===== src/rtl/sort_pkg.sv =====
// Shared constants and state encoding for the min_sort_engine slice.
package sort_pkg;

    localparam int SORT_M_DEF = 8;
    localparam int SORT_W_DEF = 16;

    typedef enum logic [1:0] {
        IDLE,
        SCAN,
        EMIT
    } sort_state_t;

endpackage


===== src/rtl/min_slice.sv =====
// One bit-column step of the minimum search: narrow the candidate set to
// words whose column bit is 0, unless that would empty the set.
module min_slice #(
    parameter int M = 8
) (
    input  logic [M-1:0] col,
    input  logic [M-1:0] h,
    output logic [M-1:0] h_next
);

    logic [M-1:0] h_b;

    always_comb begin
        h_b    = h & ~col;
        h_next = (h_b != '0) ? h_b : h;
    end

endmodule


===== src/rtl/min_sort_engine.sv =====
// Bit-serial selection sort: emits the masked words smallest-first, W+1 cycles per result.
// Optional macro SORT_DESC_EN adds i_desc to select descending order per load.
module min_sort_engine
    import sort_pkg::*;
#(
    parameter int M = SORT_M_DEF,
    parameter int W = SORT_W_DEF
) (
    input  logic                 i_clk,
    input  logic                 i_rst_n,
    input  logic                 i_flush,
    input  logic                 i_valid,
    output logic                 o_ready,
    input  logic [M*W-1:0]       i_data,
    input  logic [M-1:0]         i_mask,
`ifdef SORT_DESC_EN
    input  logic                 i_desc,
`endif
    output logic                 o_valid,
    input  logic                 i_ready,
    output logic [$clog2(M)-1:0] o_idx,
    output logic [W-1:0]         o_value,
    output logic                 o_last
);

    localparam int IW = $clog2(M);
    localparam int BW = (W > 1) ? $clog2(W) : 1;

    sort_state_t    state;
    logic [M*W-1:0] data_r;
    logic [M-1:0]   act;
    logic [M-1:0]   h;
    logic [BW-1:0]  bitcnt;
    logic [M-1:0]   col;
    logic [M-1:0]   col_eff;
    logic [M-1:0]   h_nxt;
    logic [M-1:0]   act_rem;
    logic [IW-1:0]  win;
    logic           found;
    logic           act_one;
`ifdef SORT_DESC_EN
    logic           desc_r;
`endif

    always_comb begin
        col = '0;
        for (int unsigned k = 0; k < M; k++) begin
            col[k] = data_r[k*W + int'(bitcnt)];
        end
`ifdef SORT_DESC_EN
        // Feeding the inverted column makes the same slice keep the 1-bits.
        col_eff = desc_r ? ~col : col;
`else
        col_eff = col;
`endif
    end

    min_slice #(.M(M)) u_slice (
        .col    (col_eff),
        .h      (h),
        .h_next (h_nxt)
    );

    always_comb begin
        win   = '0;
        found = 1'b0;
        for (int unsigned k = 0; k < M; k++) begin
            if (h_nxt[k] && !found) begin
                win   = IW'(k);
                found = 1'b1;
            end
        end
        act_one        = (act != '0) && ((act & (act - M'(1))) == '0);
        act_rem        = act;
        act_rem[o_idx] = 1'b0;
    end

    always_ff @(posedge i_clk or negedge i_rst_n) begin
        if (!i_rst_n) begin
            state   <= IDLE;
            data_r  <= '0;
            act     <= '0;
            h       <= '0;
            bitcnt  <= '0;
            o_ready <= 1'b1;
            o_valid <= 1'b0;
            o_idx   <= '0;
            o_value <= '0;
            o_last  <= 1'b0;
`ifdef SORT_DESC_EN
            desc_r  <= 1'b0;
`endif
        end else if (i_flush) begin
            state   <= IDLE;
            act     <= '0;
            h       <= '0;
            o_ready <= 1'b1;
            o_valid <= 1'b0;
            o_idx   <= '0;
            o_value <= '0;
            o_last  <= 1'b0;
        end else begin
            case (state)
                IDLE: begin
                    if (i_valid) begin
                        data_r <= i_data;
                        act    <= i_mask;
                        h      <= i_mask;
                        bitcnt <= BW'(W - 1);
`ifdef SORT_DESC_EN
                        desc_r <= i_desc;
`endif
                        if (i_mask != '0) begin
                            state   <= SCAN;
                            o_ready <= 1'b0;
                        end
                    end
                end
                SCAN: begin
                    h <= h_nxt;
                    if (bitcnt == '0) begin
                        // Result registers are loaded from the final reduction step.
                        state   <= EMIT;
                        o_valid <= 1'b1;
                        o_idx   <= win;
                        o_value <= data_r[int'(win)*W +: W];
                        o_last  <= act_one;
                    end else begin
                        bitcnt <= bitcnt - BW'(1);
                    end
                end
                EMIT: begin
                    if (i_ready) begin
                        o_valid <= 1'b0;
                        o_idx   <= '0;
                        o_value <= '0;
                        o_last  <= 1'b0;
                        act     <= act_rem;
                        if (act_rem != '0) begin
                            h      <= act_rem;
                            bitcnt <= BW'(W - 1);
                            state  <= SCAN;
                        end else begin
                            h       <= '0;
                            state   <= IDLE;
                            o_ready <= 1'b1;
                        end
                    end
                end
                default: begin
                    state   <= IDLE;
                    o_ready <= 1'b1;
                end
            endcase
        end
    end

endmodule


===== config.mk =====
export PLATFORM = sky130hd
export DESIGN_NAME = min_sort_engine
export DESIGN_NICKNAME = d
export VERILOG_FILES = /design/src/rtl/sort_pkg.sv /design/src/rtl/min_slice.sv /design/src/rtl/min_sort_engine.sv
export SDC_FILE = /design/constraint.sdc
export NUM_CORES = 1
export LEC_CHECK = 0
export ABC_CLOCK_PERIOD_IN_PS = 7050
export CAP_MARGIN = 15
export CORE_MARGIN = 3
export CORE_UTILIZATION = 45
export DETAILED_ROUTE_END_ITERATION = 7
export GPL_ROUTABILITY_DRIVEN = 0
export GPL_TIMING_DRIVEN = 0
export HOLD_SLACK_MARGIN = 0.02
export PLACE_DENSITY = 0.69
export SETUP_SLACK_MARGIN = 0.4
export SLEW_MARGIN = 10
export SYNTH_ARGS = -nofsm -noshare
export SYNTH_HDL_FRONTEND = slang
export SYNTH_HIERARCHICAL = 1
export SYNTH_SLANG_ARGS = --single-unit
export TNS_END_PERCENT = 20

===== constraint.sdc =====
create_clock -name i_clk -period 7.05 [get_ports i_clk]
set_clock_uncertainty 0.05 [all_clocks]
set_input_delay 1.41 -clock i_clk [delete_from_list [all_inputs] [get_ports i_clk]]
set_output_delay 1.41 -clock i_clk [all_outputs]
set_load 0.05 [all_outputs]

Word level (Yosys, flattened, before mapping)
Index checks and enable logic that the tools add are counted.
- flip-flop bits (word level): 172
- input port bits: 141
- output and inout port bits: 22
- word-level logic and storage cells: 156
- add/subtract/negate cells: 9
- $lt $le $gt $ge: 10
- equality and inequality tests: 12
- shift operators: 1
- mux-type cells: 74
- bitwise logic cells: 6
- reduce and logical (&&, ||, !) cells: 34
- operators with widths (cell ; number):
    128-bit by 8-bit indexed part select with 16-bit output ; 1
    8-bit 2-to-1 mux ; 7
    1-bit binary-select mux with 7-bit select ; 7
    16-bit 2-to-1 mux ; 3
    7-bit by 4-bit adder with 8-bit output, first input constant ; 4
    8-bit < comparator, second input constant ; 4
    16-bit case mux with 2 select lines ; 1
    8-bit nonzero test ; 4
    1-bit 2-to-1 mux ; 28
    3-bit 2-to-1 mux ; 9
    8-bit AND ; 3
    8-bit case mux with 3 select lines ; 1
    7-bit by 8-bit < comparator with 1-bit output, second input constant ; 2
    4-bit 2-to-1 mux ; 4
    8-bit NOT ; 2
    8-bit case mux with 2 select lines ; 1
    3-bit != test, second input constant ; 5
    6-bit by 4-bit adder with 7-bit output, first input constant ; 2
    4-bit case mux with 3 select lines ; 1
    3-bit AND reduction ; 4
    2-bit 2-to-1 mux ; 5
    2-bit != test, second input constant ; 5
    1-bit logical AND ; 9
    3-bit nonzero test ; 3
    other kinds (24) ; 31

Depth between registers and ports, before layout
Gate-level depths: netlist (run 1).
- depth in word-level cells: 33
- mapped depth: 16
- depth with buffers taken out: 10

By module
Netlist (run 1), hierarchy kept.
- modules (own cells, without submodules) (module ; times used ; cells each ; area each (um^2) ; seq. area each (um^2)):
    min_sort_engine ; 1 ; 783 ; 9395.3 ; 4305.4
    min_slice ; 1 ; 22 ; 107.6 ; 0.0

Worst setup path after synthesis (run 1)
Ideal clock, no wire load.
- path kind: reg2reg
- start point: register bitcnt[0]
- end point: register o_value[15]
- library setup time: 138 ps
- arrival: 3997 ps
- data required time: 6862 ps
- slack: 2865 ps
- cell stages (with the launch flop): 16
- path buffers: 5
- period minus slack after synthesis: 4185 ps
- path through: dfrtp_1 -> buf_2 -> buf_1 -> mux4_2 -> mux4_2 -> o22ai_1 -> or4_1 -> buf_2 -> a21oi_1 -> or4_1 -> buf_2 -> or2_4 -> buf_6 -> and3_1 -> a211oi_1 -> o311ai_1
- elaborated cells between the ends (all ways): 62
- classes of those cells: add/sub: 7; eq/ne: 1; shift: 1; mux: 34; bitwise: 2; reduce/logical: 17
- RTL lines (item ; line ; RTL):
    from (decl) ; min_sort_engine.sv:33 ; logic [BW-1:0] bitcnt;
    from (signal assigned) ; min_sort_engine.sv:109 ; bitcnt <= BW'(W - 1);
    from (signal assigned) ; min_sort_engine.sv:129 ; bitcnt <= bitcnt - BW'(1);
    from (signal assigned) ; min_sort_engine.sv:141 ; bitcnt <= BW'(W - 1);
    7-bit by 4-bit adder with 8-bit output * ; min_sort_engine.sv:48 ; col[k] = data_r[k*W + int'(bitcnt)];
    1-bit binary-select mux with 7-bit select * ; min_sort_engine.sv:48 ;
    1-bit 2-to-1 mux (not written as such) * ; min_sort_engine.sv:48 ;
    net col[6] ; min_sort_engine.sv:34 ; logic [M-1:0] col;
    8-bit NOT * ; min_slice.sv:14 ; h_b = h & ~col;
    8-bit AND * ; min_slice.sv:14 ;
    8-bit nonzero test * ; min_slice.sv:15 ; h_next = (h_b != '0) ? h_b : h;
    8-bit 2-to-1 mux * ; min_slice.sv:15 ;
    net h_nxt[5] ; min_sort_engine.sv:36 ; logic [M-1:0] h_nxt;
    (+4 left out) ; - ;
    1-bit 2-to-1 mux ; min_sort_engine.sv:68 ; if (h_nxt[k] && !found) begin
    1-bit zero test ; min_sort_engine.sv:68 ;
    1-bit logical AND ; min_sort_engine.sv:68 ;
    3-bit 2-to-1 mux * ; min_sort_engine.sv:68 ;
    128-bit by 8-bit indexed part select with 16-bit output * ; min_sort_engine.sv:126 ; o_value <= data_r[int'(win)*W +: W];
    16-bit 2-to-1 mux * ; min_sort_engine.sv:121 ; if (bitcnt == '0) begin
    16-bit case mux with 2 select lines * ; min_sort_engine.sv:103 ; case (state)
    16-bit 2-to-1 mux * ; min_sort_engine.sv:93 ; end else if (i_flush) begin
    to (signal assigned) ; min_sort_engine.sv:126 ;
    to (decl) ; min_sort_engine.sv:22 ; output logic [W-1:0] o_value,
Mark *: on every way through the listed nets, which the timed path passes. The rest lies on a longest branch. The select of a mux whose other input is x is not followed.
A chain may end at the register's enable or synchronous reset.

Final worst setup path (run 1)
- start point: register bitcnt[1]
- end point: register o_value[4]
- elaborated cells between the ends (all ways): 62
- classes of those cells: add/sub: 7; eq/ne: 1; shift: 1; mux: 34; bitwise: 2; reduce/logical: 17
- RTL lines (item ; line):
    6-bit by 4-bit adder with 7-bit output * ; min_sort_engine.sv:48
    1-bit binary-select mux with 7-bit select * ; min_sort_engine.sv:48
    1-bit 2-to-1 mux (not written as such) * ; min_sort_engine.sv:48
    net col[3] ; min_sort_engine.sv:34
    8-bit NOT * ; min_slice.sv:14
    8-bit AND * ; min_slice.sv:14
    8-bit nonzero test * ; min_slice.sv:15
    8-bit 2-to-1 mux * ; min_slice.sv:15
    net h_nxt[6] ; min_sort_engine.sv:36
    (+1 left out) ; -
    1-bit 2-to-1 mux ; min_sort_engine.sv:68
    1-bit zero test ; min_sort_engine.sv:68
    1-bit logical AND ; min_sort_engine.sv:68
    3-bit 2-to-1 mux * ; min_sort_engine.sv:68
    128-bit by 8-bit indexed part select with 16-bit output * ; min_sort_engine.sv:126
    16-bit 2-to-1 mux * ; min_sort_engine.sv:121
    16-bit case mux with 2 select lines * ; min_sort_engine.sv:103
    16-bit 2-to-1 mux * ; min_sort_engine.sv:93
Marks and branches as above.

==> results of run 1 <==
==> placed cells by master, fill, tap and decap left out, drive strengths merged, types with 3 or more instances in the layout <==
master / Yosys / layout
dfrtp: 171 / 171
clkdlybuf4s50: 0 / 161
mux2: 129 / 129
clkbuf: 43 / 62
nand2: 53 / 53
mux4: 41 / 41
o21ai: 36 / 36
a211oi: 33 / 33
o221ai: 32 / 32
nor2: 32 / 32
and3: 30 / 30
inv: 25 / 30
a21oi: 24 / 24
buf: 22 / 24
o21a: 17 / 17
o311ai: 15 / 15
nor3: 11 / 11
a22oi: 8 / 8
a22o: 8 / 8
nor2b: 6 / 6
ha: 6 / 6
or4: 6 / 6
nand3: 5 / 5
nor4: 4 / 4
o22ai: 4 / 4
clkinv: 0 / 4
o211ai: 3 / 3
bufinv: 0 / 3
or2: 3 / 3
a311oi: 3 / 3
==> Yosys cell counts, types with 4 or more instances <==
cell,n,share of area [%]
a211oi_1,23,1.8
a211oi_2,10,1.3
a21oi_1,24,1.3
a22o_1,8,0.74
a22oi_1,8,0.63
and3_1,30,2.0
buf_1,5,0.20
buf_2,13,0.68
clkbuf_1,43,1.7
dfrtp_1,171,45
ha_1,6,0.79
inv_1,24,0.95
mux2_2,129,15
mux4_2,41,9.7
nand2_1,53,2.1
nand3_1,5,0.26
nor2_1,31,1.2
nor2b_1,6,0.40
nor3_1,11,0.58
nor4_1,4,0.26
o21a_1,17,1.3
o21ai_0,34,1.8
o221ai_1,32,2.9
o22ai_1,4,0.26
o311ai_1,15,1.4
or4_1,5,0.40
==> worst reg2reg max path, cell delays in order, from the launching register on <==
cell and delay (ns):
dfrtp_1 0.32, clkbuf_1 0.58, clkbuf_1 0.67, mux4_2 0.39, mux4_2 0.30, o22ai_1 0.09
or4_1 0.48, buf_2 0.17, a21oi_1 0.49, nor2_1 0.27, o31a_1 0.38, nor2_1 0.36
clkbuf_1 0.53, mux4_2 0.39, o211ai_1 0.17
==> power groups by stage <==
| stage | registers (uW) | clock network, uW | logic, uW |
|---|---|---|---|
| 6_report | 1840 | 1010 | 3430 |
| 2_1_floorplan | 1650 | 0 | 2470 |
| 4_1_cts | 1830 | 1010 | 3360 |
| 3_5_place_dp | 1830 | 0 | 3350 |
| 3_3_place_gp | 1820 | 0 | 3290 |
| 5_1_grt | 1890 | 1050 | 3670 |
==> layout make-up <==
class / count / share of cell area (%)
clock buffers: 19 / 3.65
plain buffers: 65 / 2.36
flip-flops and latches: 172 / 35.5
repair buffers: 164 / 13.7
well taps: 270 / 2.79
multi-input cells: 543 / 39.7
inverters: 25 / 0.774
clock inverters: 13 / 1.47
==> kinds of logic (layout without fill, tap and decap cells) <==
| kind of cell | count (synthesis) | in the layout | synth area share (%) |
|---|---|---|---|
| DFF | 172 | 172 | 45.3 |
| buffers and inverters | 90 | 286 | 4.00 |
| xor gates and xnor gates | 1 | 1 | 0.0922 |
| muxes | 171 | 171 | 25.1 |
| adders and majority gates | 7 | 7 | 0.895 |
| and+or+nand+nor | 164 | 164 | 8.80 |
| AOI/OAI and AO/OA | 200 | 200 | 15.8 |
==> final timing paths <==
kind / slack, ns / cells after the start / end / start
setup / recovery: 1.33 / 14 / o_value[4] / bitcnt[1]
hold / removal: 0.43 / 1 / o_valid / o_valid
setup reg to reg: 1.33 / 14 / o_value[4] / bitcnt[1]
hold reg to reg: 0.43 / 1 / o_valid / o_valid
max in group asynchronous: 5.20 / 2 / data_r[114] / i_rst_n
min in group asynchronous: 0.89 / 1 / data_r[0] / i_rst_n
==> flip-flops by register name, indices dropped and copies added, names as in the netlist <==
| name | flops |
|---|---|
| o_last | 1 |
| state | 2 |
| act | 8 |
| o_idx | 3 |
| o_ready | 1 |
| data_r | 128 |
| o_valid | 1 |
| h | 8 |
| o_value | 16 |
| bitcnt | 4 |
==> through the flow <==
step	hold WS (ns)	utilization, %	instances
final	0.435	59.2	1271
after global routing	0.479	59.2	1271
after CTS	0.438	59.2	1271
after detailed placement	0.422	56.1	1239
after global placement	0.413	55.9	1237
after floorplan	0.400	-	805
==> layer usage <==
metal / GRT usage, % / up-vias / share of wire, % / routed length (um)
met5: 0 / - / 0 / 0
met4: 6.80 / 0 / 2.3 / 682
met3: 4.91 / 51 / 9.0 / 2630
met2: 40.0 / 447 / 46 / 13500
met1: 37.4 / 3910 / 42 / 12400
li1: - / 3464 / - / -
==> run metrics, run 1 <==
status=finished clean; RSZ-0062 raised after global routing=false; Initial Util=between 40% and 50%; mapped cell area=~0.0095 sq mm; vias per std cell=6.19; DRT Pass-1 Iters=8; layout cells sized above 1=around a quarter; CTS Buf Count=17; pwr/cell area=518 mW/mm^2; slew at the pin closest to its max-slew limit=roughly 0.9 ns; Setup CP Type=reg -> reg; Gate Count Post-Synth=805; CTS clk-pin slew, worst paths=about 0.070 ns; Clk pwr share=16.0%; overall global routing resource usage=about a quarter; Largest stage delay, worst path=0.67 ns; largest net degree at the start of global routing=96; fin. max-slew vios=0; critical-path cell with the highest stage delay=clkbuf_1; die width=approximately 150 um; die height=~150 um; Slew headroom=about two fifths; CP Max Fanout=10; fin nets=1,135; fill count=between 1.5k and 2k; VDD IR max=~290 uV; final WL=approximately 29,000 um; total core area=between 0.02 and 0.025 sq mm; Overflow after GRT=0; Clock Latency Late Sink=0.44 ns; final hold vios=0; critical path cell sequence=clkbuf_1, clkbuf_1, mux4_2, mux4_2, o22ai_1, or4_1, buf_2, a21oi_1, nor2_1, o31a_1, nor2_1, clkbuf_1, mux4_2, o211ai_1; post-route ant nets=0; CTS Buffer Depth=2; kind of path behind the tightest hold check=reg -> reg; Post-CTS Setup Bufs=0; Net Switching=around 2800 uW; Post-DP HPWL=~22,000 um; Reg power frac=29.3%; routed length per instance=23.0 um; final setup fails=0; I/O pin cnt=around 160; LEAKAGE=around 0.0049 uW; dpl ws=1.48 ns; max-cap violation count=0; fin crit share=between 80% and 90%; sw frac=around 45%; CP Launch Type=register; Synth Warn #=6; via count=a little under 8k; Yosys cell types=63; Async SR Flop Fraction=100%; ys flop type=dfrtp_1; setup TNS=0 ns; num rows=between 50 and 60; fin area=about 0.012 sq mm; DRC errors left=0; Worst EP arrival=between 6 and 7 ns; hold buffer count at CTS=0; register area share after synthesis=a little under half; final worst slack=1.33 ns; Final Critical Period=5.72 ns; Bufs and invs on worst path=4; Root Buffer=clkbuf_16; Synth Register Bits=between 150 and 200; total power=roughly 6300 uW; area occupied by multi-input gates=0.00482 sq mm; n_diodes=0; global-route wire length before repair=44,300 um; Net Count, Synth=between 900 and 1k; DRT iter0 DRCs=between 900 and 1k; CTS sink cnt=172; H-tree levels=4; critical path's top delay family=buffers and inverters; CTS tree=built; DIE AREA=0.0229 sq mm; Reg area=between 0.004 and 0.005 sq mm; highest clock rate=175 MHz; worst path required time=roughly 7.4 ns; initial antenna violation count=0; Comb power frac=roughly 55%; Mean Syn Cell Area=11.8 sq um; vias in the first global route=7,634; placed cell area=roughly 0.012 sq mm; CP endpoint kind=register; CTS resizes=0; input/output buffers=between 150 and 200; EDFF count, synth=0; Int Power=3470 uW; Area Overhead vs Synth=27.6%
Power figures use the tool's default switching activity.
==> inputs of run 2 (changes only) <==
--- a/config.mk
+++ b/config.mk
@@ -5,7 +5,7 @@
 export SDC_FILE = /design/constraint.sdc
 export NUM_CORES = 1
 export LEC_CHECK = 0
-export ABC_CLOCK_PERIOD_IN_PS = 7050
+export ABC_CLOCK_PERIOD_IN_PS = 4800
 export CAP_MARGIN = 15
 export CORE_MARGIN = 3
 export CORE_UTILIZATION = 45
@@ -13,7 +13,7 @@
 export GPL_ROUTABILITY_DRIVEN = 0
 export GPL_TIMING_DRIVEN = 0
 export HOLD_SLACK_MARGIN = 0.02
-export PLACE_DENSITY = 0.69
+export PLACE_DENSITY = 0.71
 export SETUP_SLACK_MARGIN = 0.4
 export SLEW_MARGIN = 10
 export SYNTH_ARGS = -nofsm -noshare
==> constraint.sdc (replaced) <==
create_clock -name i_clk -period 4.8 [get_ports i_clk]
set_clock_uncertainty 0.05 [all_clocks]
set_input_delay 0.96 -clock i_clk [delete_from_list [all_inputs] [get_ports i_clk]]
set_output_delay 0.96 -clock i_clk [all_outputs]
set_load 0.05 [all_outputs]
==> run metrics, run 2 (synthesis gave the netlist of run 1 again) <==
VDD IR max=393 uV (+36%); fin area=0.0124 sq mm (+2.5%); Critical path origin=bitcnt[1]; fin crit share=90.2% (+9.0 points); Worst setup endpoint=o_value[4]; FF-to-FF setup slack=0.47 ns (-0.86 ns); DIE AREA=0.0229 sq mm (unchanged); fill count=1,667 (-1.7%); input/output buffers=162 (unchanged); RR Endpoint=o_value[4]; DRC errors left=0 (unchanged); LEAKAGE=0.00502 uW (+2.8%); CP Launch Type=register; commonest non-fill, non-tap cell in the layout=dfrtp_1; CP endpoint kind=register; Clock Latency Late Sink=0.44 ns (about the same); CP Max Fanout=10 (unchanged); die width=151 um (unchanged); Post-DP HPWL=21,800 um (about the same); Overflow after GRT=0 (unchanged); max-cap violation count=0 (unchanged); die height=151 um (unchanged); Net Switching=4420 uW (+57%); layout cells sized above 1=29.2% (+5.1 points); overall global routing resource usage=25.8% (-0.041 points); num rows=52 (unchanged); initial antenna violation count=0 (unchanged); sw frac=45.4% (+0.57 points); DRT Pass-1 Iters=5 (-3); Comb power frac=57.8% (+3.1 points); Setup CP Type=reg -> reg; fin nets=1,144 (+0.79%); CTS Buf Count=17 (unchanged); total core area=0.0205 sq mm (unchanged); reg2reg start=bitcnt[1]; status=finished clean; commonest non-fill, non-tap cells in the layout=dfrtp_1, clkdlybuf4s50_1, mux2_2; CTS clk-pin slew, worst paths=0.07 ns (about the same); Initial Util=46.4% (unchanged); hold buffer count at CTS=0 (unchanged); largest net degree at the start of global routing=90 (-6.3%); total power=9740 uW (+55%); pwr/cell area=784 mW/mm^2 (+51%); dpl ws=-0.821 ns (-2.30 ns); CTS Buffer Depth=2 (unchanged); RSZ-0062 raised after global routing=true; n_diodes=0 (unchanged); max reg flops=128 (unchanged); worst path required time=5.11 ns (-2.25 ns); placed insts=1,239 (unchanged); DRT iter0 DRCs=952 (-3.4%); final WL=29,400 um (+0.78%); vias per std cell=6.12 (-1.2%); Reg power frac=27.8% (-1.5 points); Int Power=5320 uW (+53%); I/O pin cnt=163 (unchanged); Regs by FF count=data_r x128, o_value x16; Area Overhead vs Synth=30.8%; global-route wire length before repair=44,100 um (-0.47%); slew at the pin closest to its max-slew limit=0.796 ns (-0.130 ns); Final Critical Period=4.33 ns (-1.39 ns); Top reg by flops=data_r; CTS sink cnt=172 (unchanged); placed cell area=0.0115 sq mm (about the same); via count=7,834 (-0.48%); Worst EP arrival=4.64 ns (-1.39 ns); kind of path behind the tightest hold check=reg -> reg; CTS tree=built; final setup fails=0 (unchanged); Clk pwr share=14.4% (-1.6 points); post-route ant nets=0 (unchanged); Reg2Reg Depth=14 (unchanged); final worst slack=0.471 ns (-0.856 ns); worst hold slack=0.445 ns (+0.00991 ns); Slew headroom=46.4% (+8.1 points); Finished Layout Cells=1,280 (+0.71%); Root Buffer=clkbuf_16; vias in the first global route=7,682 (+0.63%); routed length per instance=23.0 um (about the same); fin. max-slew vios=0 (unchanged); H-tree levels=4 (unchanged); final hold vios=0 (unchanged); highest clock rate=231 MHz (+32%)
==> run 2: cell count changes in the layout (fill, tap and decap cells not counted), moves of 4 or more <==
cell	delta
a211oi_1	-11
a211oi_2	+11
a21oi_1	-8
a21oi_2	+4
a21oi_4	+4
buf_12	+4
buf_4	+10
clkbuf_1	-15
clkbuf_2	+9
o21ai_0	-4
==> run 2: worst min path at each step <==
stage             from  endpoint  slack, ns  depth (start not counted)
6_report          h[7]      h[7]       0.44                          2
3_5_place_dp      h[7]      h[7]       0.42                          2
3_3_place_gp   o_valid   o_valid       0.42                          1
2_1_floorplan     h[2]      h[2]       0.40                          2
4_1_cts           h[7]      h[7]       0.45                          2
5_1_grt         o_last    o_last       0.47                          1
==> run 2: cell type report <==
type	count	area, sq um	share of cell area [%]
multi-input cells	543	4980	40.0
flip-flops and latches	172	4310	34.6
repair buffers	173	1740	14.0
clock buffers	18	429	3.45
plain buffers	65	392	3.15
well taps	270	338	2.72
clock inverters	14	158	1.27
inverters	25	93.8	0.755
==> run 2: power groups by stage <==
| stage | logic (uW) | clock network [uW] | registers, uW |
|---|---|---|---|
| 6_report | 5630 | 1410 | 2710 |
| 3_5_place_dp | 4910 | 0 | 2680 |
| 2_1_floorplan | 3630 | 0 | 2430 |
| 3_3_place_gp | 4830 | 0 | 2670 |
| 5_1_grt | 5980 | 1480 | 2770 |
| 4_1_cts | 5090 | 1410 | 2670 |
==> run 2: routing by layer <==
metal  GRT usage [%]  wire [um]  up-vias  share of wire (%)
li1                -          -     3472                  -
met2            41.1      14000      445                 48
met1            35.6      12200     3871                 41
met5               0          0        -                  0
met4            6.66        647        0                2.2
met3            6.07       2600       46                8.8
==> run 2: what timing repair did <==
action | CTS | global route
gates resized for setup | 39 | 50
setup buffers | 0 | 9
setup endpoints to repair | 19 | 16
pin swaps | 1 | 6
==> run 2: metrics by stage <==
step,TNS [ns],utilization (%)
detailed placement,-12.07,56.1
CTS,0,59.5
floorplan,0,-
global route,0,60.6
finish,0,60.6
global placement,-746.80,55.9
==> run 2: critical path: stages, from the launching register on <==
cell	delay [ns]
dfrtp_1	0.36
clkbuf_4	0.22
clkbuf_8	0.23
mux4_2	0.25
mux4_2	0.33
o22ai_2	0.09
or4_4	0.54
buf_6	0.18
a21oi_2	0.31
nor2_2	0.15
o31a_1	0.35
nor2_2	0.29
clkbuf_2	0.37
mux4_2	0.35
o211ai_1	0.16
==> inputs of run 3 (changes only) <==
--- a/config.mk
+++ b/config.mk
@@ -13,7 +13,7 @@
 export GPL_ROUTABILITY_DRIVEN = 0
 export GPL_TIMING_DRIVEN = 0
 export HOLD_SLACK_MARGIN = 0.02
-export PLACE_DENSITY = 0.71
+export PLACE_DENSITY = 0.72
 export SETUP_SLACK_MARGIN = 0.4
 export SLEW_MARGIN = 10
 export SYNTH_ARGS = -nofsm -noshare
==> run metrics, run 3 (synthesis gave the netlist of run 1 again) <==
hold buffer count at CTS=0 (unchanged); VDD IR max=439 uV (+12%); input/output buffers=162 (unchanged); placed cell area=0.0115 sq mm (about the same); die height=151 um (unchanged); DRC errors left=0 (unchanged); fin crit share=89.7% (-0.51 points); vias in the first global route=7,805 (+1.6%); layout cells sized above 1=28.3% (-0.92 points); Overflow after GRT=0 (unchanged); fill count=1,675 (+0.48%); CTS Buffer Depth=2 (unchanged); n_diodes=0 (unchanged); CTS tree=built; I/O pin cnt=163 (unchanged); DIE AREA=0.0229 sq mm (unchanged); fin. max-slew vios=0 (unchanged); dpl ws=-0.786 ns (+0.0352 ns); die width=151 um (unchanged); global-route wire length before repair=44,400 um (+0.78%); CTS sink cnt=172 (unchanged); Top reg by flops=data_r; sw frac=45.8% (+0.44 points); CP endpoint kind=register; Worst EP arrival=4.58 ns (-0.06 ns); final worst slack=0.495 ns (+0.0242 ns); Net Switching=4370 uW (-1.1%); status=finished clean; total core area=0.0205 sq mm (unchanged); CP Launch Type=register; Int Power=5170 uW (-2.8%); initial antenna violation count=0 (unchanged); Reg power frac=28.6% (+0.8 points); Post-DP HPWL=21,900 um (+0.79%); Clk pwr share=13.5% (-0.9 points); fin nets=1,140 (-0.35%); Regs by FF count=data_r x128, o_value x16; highest clock rate=232 MHz (+0.56%); pwr/cell area=774 mW/mm^2 (-1.2%); critical-path cell with the highest stage delay=buf_1; via count=7,954 (+1.5%); commonest non-fill, non-tap cell in the layout=dfrtp_1; RSZ-0062 raised after global routing=true; Area Overhead vs Synth=29.7%; Largest stage delay, worst path=0.60 ns (+0.06 ns); worst path required time=5.08 ns (-0.03 ns); Clock Latency Late Sink=0.44 ns (about the same); DRT Pass-1 Iters=5 (unchanged); H-tree levels=4 (unchanged); CP Max Fanout=10 (unchanged); commonest non-fill, non-tap cells in the layout=dfrtp_1, clkdlybuf4s50_1, mux2_2; LEAKAGE=0.00496 uW (-1.3%); CTS Buf Count=17 (unchanged); final setup fails=0 (unchanged); Slew headroom=42.8% (-3.6 points); Setup CP Type=reg -> reg; Final Critical Period=4.30 ns (-0.0242 ns); CTS clk-pin slew, worst paths=0.06 ns (about the same); critical path cell sequence=buf_1, mux4_2, o22ai_1, or4_1, buf_6, a21oi_2, nor2_1, buf_2, o21ai_0, clkbuf_1, and3_1, a211oi_2, o311ai_1; post-route ant nets=0 (unchanged); Initial Util=46.4% (unchanged); max-cap violation count=0 (unchanged); largest net degree at the start of global routing=100 (+11%); DRT iter0 DRCs=960 (+0.84%); max reg flops=128 (unchanged); final hold vios=0 (unchanged); setup TNS=0 ns (unchanged); fin area=0.0123 sq mm (-0.87%); slew at the pin closest to its max-slew limit=0.847 ns (+0.0507 ns); Root Buffer=clkbuf_16; Comb power frac=58.0% (+0.2 points); vias per std cell=6.24 (+2.0%); overall global routing resource usage=25.9% (+0.17 points); routed length per instance=23.0 um (about the same); kind of path behind the tightest hold check=in -> async; final WL=29,300 um (-0.39%); num rows=52 (unchanged)
==> run 3: per-layer routing <==
layer	part of all wire [%]	up-vias	wire length, um	GRT usage, %
met2	47	457	13700	40.1
met5	0	-	0	0
li1	-	3477	-	-
met1	41	3950	12000	35.7
met4	3.0	0	883	8.75
met3	9.5	70	2790	6.70
==> run 3: through the flow <==
step                instances  hold WS, ns  power, uW  utilization (%)
global route             1274        0.471      10000             60.1
finish                   1274        0.428       9540             60.1
floorplan                 805        0.400       6060                -
detailed placement       1239        0.420       7620             56.1
global placement         1237        0.416       7500             55.9
CTS                      1269        0.435       9050             59.2
==> run 3: final timing paths <==
kind                            from         end  slack, ns  cells after the start
setup / recovery           bitcnt[2]  o_value[2]       0.50                     13
hold / removal               i_rst_n  data_r[45]       0.43                      1
setup reg to reg           bitcnt[2]  o_value[2]       0.50                     13
hold reg to reg              o_valid     o_valid       0.43                      1
max in group asynchronous    i_rst_n  data_r[82]       3.38                      2
min in group i_clk           o_valid     o_valid       0.43                      1
==> run 3: power by group through the flow <==
stage | Clock [uW] | Sequential (uW) | Combinational, uW
2_1_floorplan | 0 | 2430 | 3630
3_3_place_gp | 0 | 2680 | 4820
3_5_place_dp | 0 | 2690 | 4930
4_1_cts | 1290 | 2680 | 5080
5_1_grt | 1350 | 2780 | 5910
6_report | 1280 | 2720 | 5530
==> run 3: layout make-up <==
type                    count  area [sq um]  area share (%)
flip-flops and latches    172          4310            34.9
clock buffers              21           470            3.82
inverters                  25          93.8           0.762
well taps                 270           338            2.74
multi-input cells         543          4950            40.2
plain buffers              65           393            3.19
clock inverters             9          65.1           0.528
repair buffers            169          1700            13.8
==> run 3: worst max-delay path, delay by kind of cell (launching register included) <==
kind | cells | cell delay (ns)
and+or+nand+nor | 3 | 0.91
muxes | 1 | 0.42
DFF | 1 | 0.40
buffers and inverters | 4 | 1.34
AOI/OAI and AO/OA | 5 | 1.07
==> run 3: what timing repair did <==
action                                  in CTS  in global routing
gates cloned                                 0                  0
buffers inserted                             0                  5
resized for setup                           35                 53
endpoints found under the setup margin      19                 16
pin swaps                                    2                  8
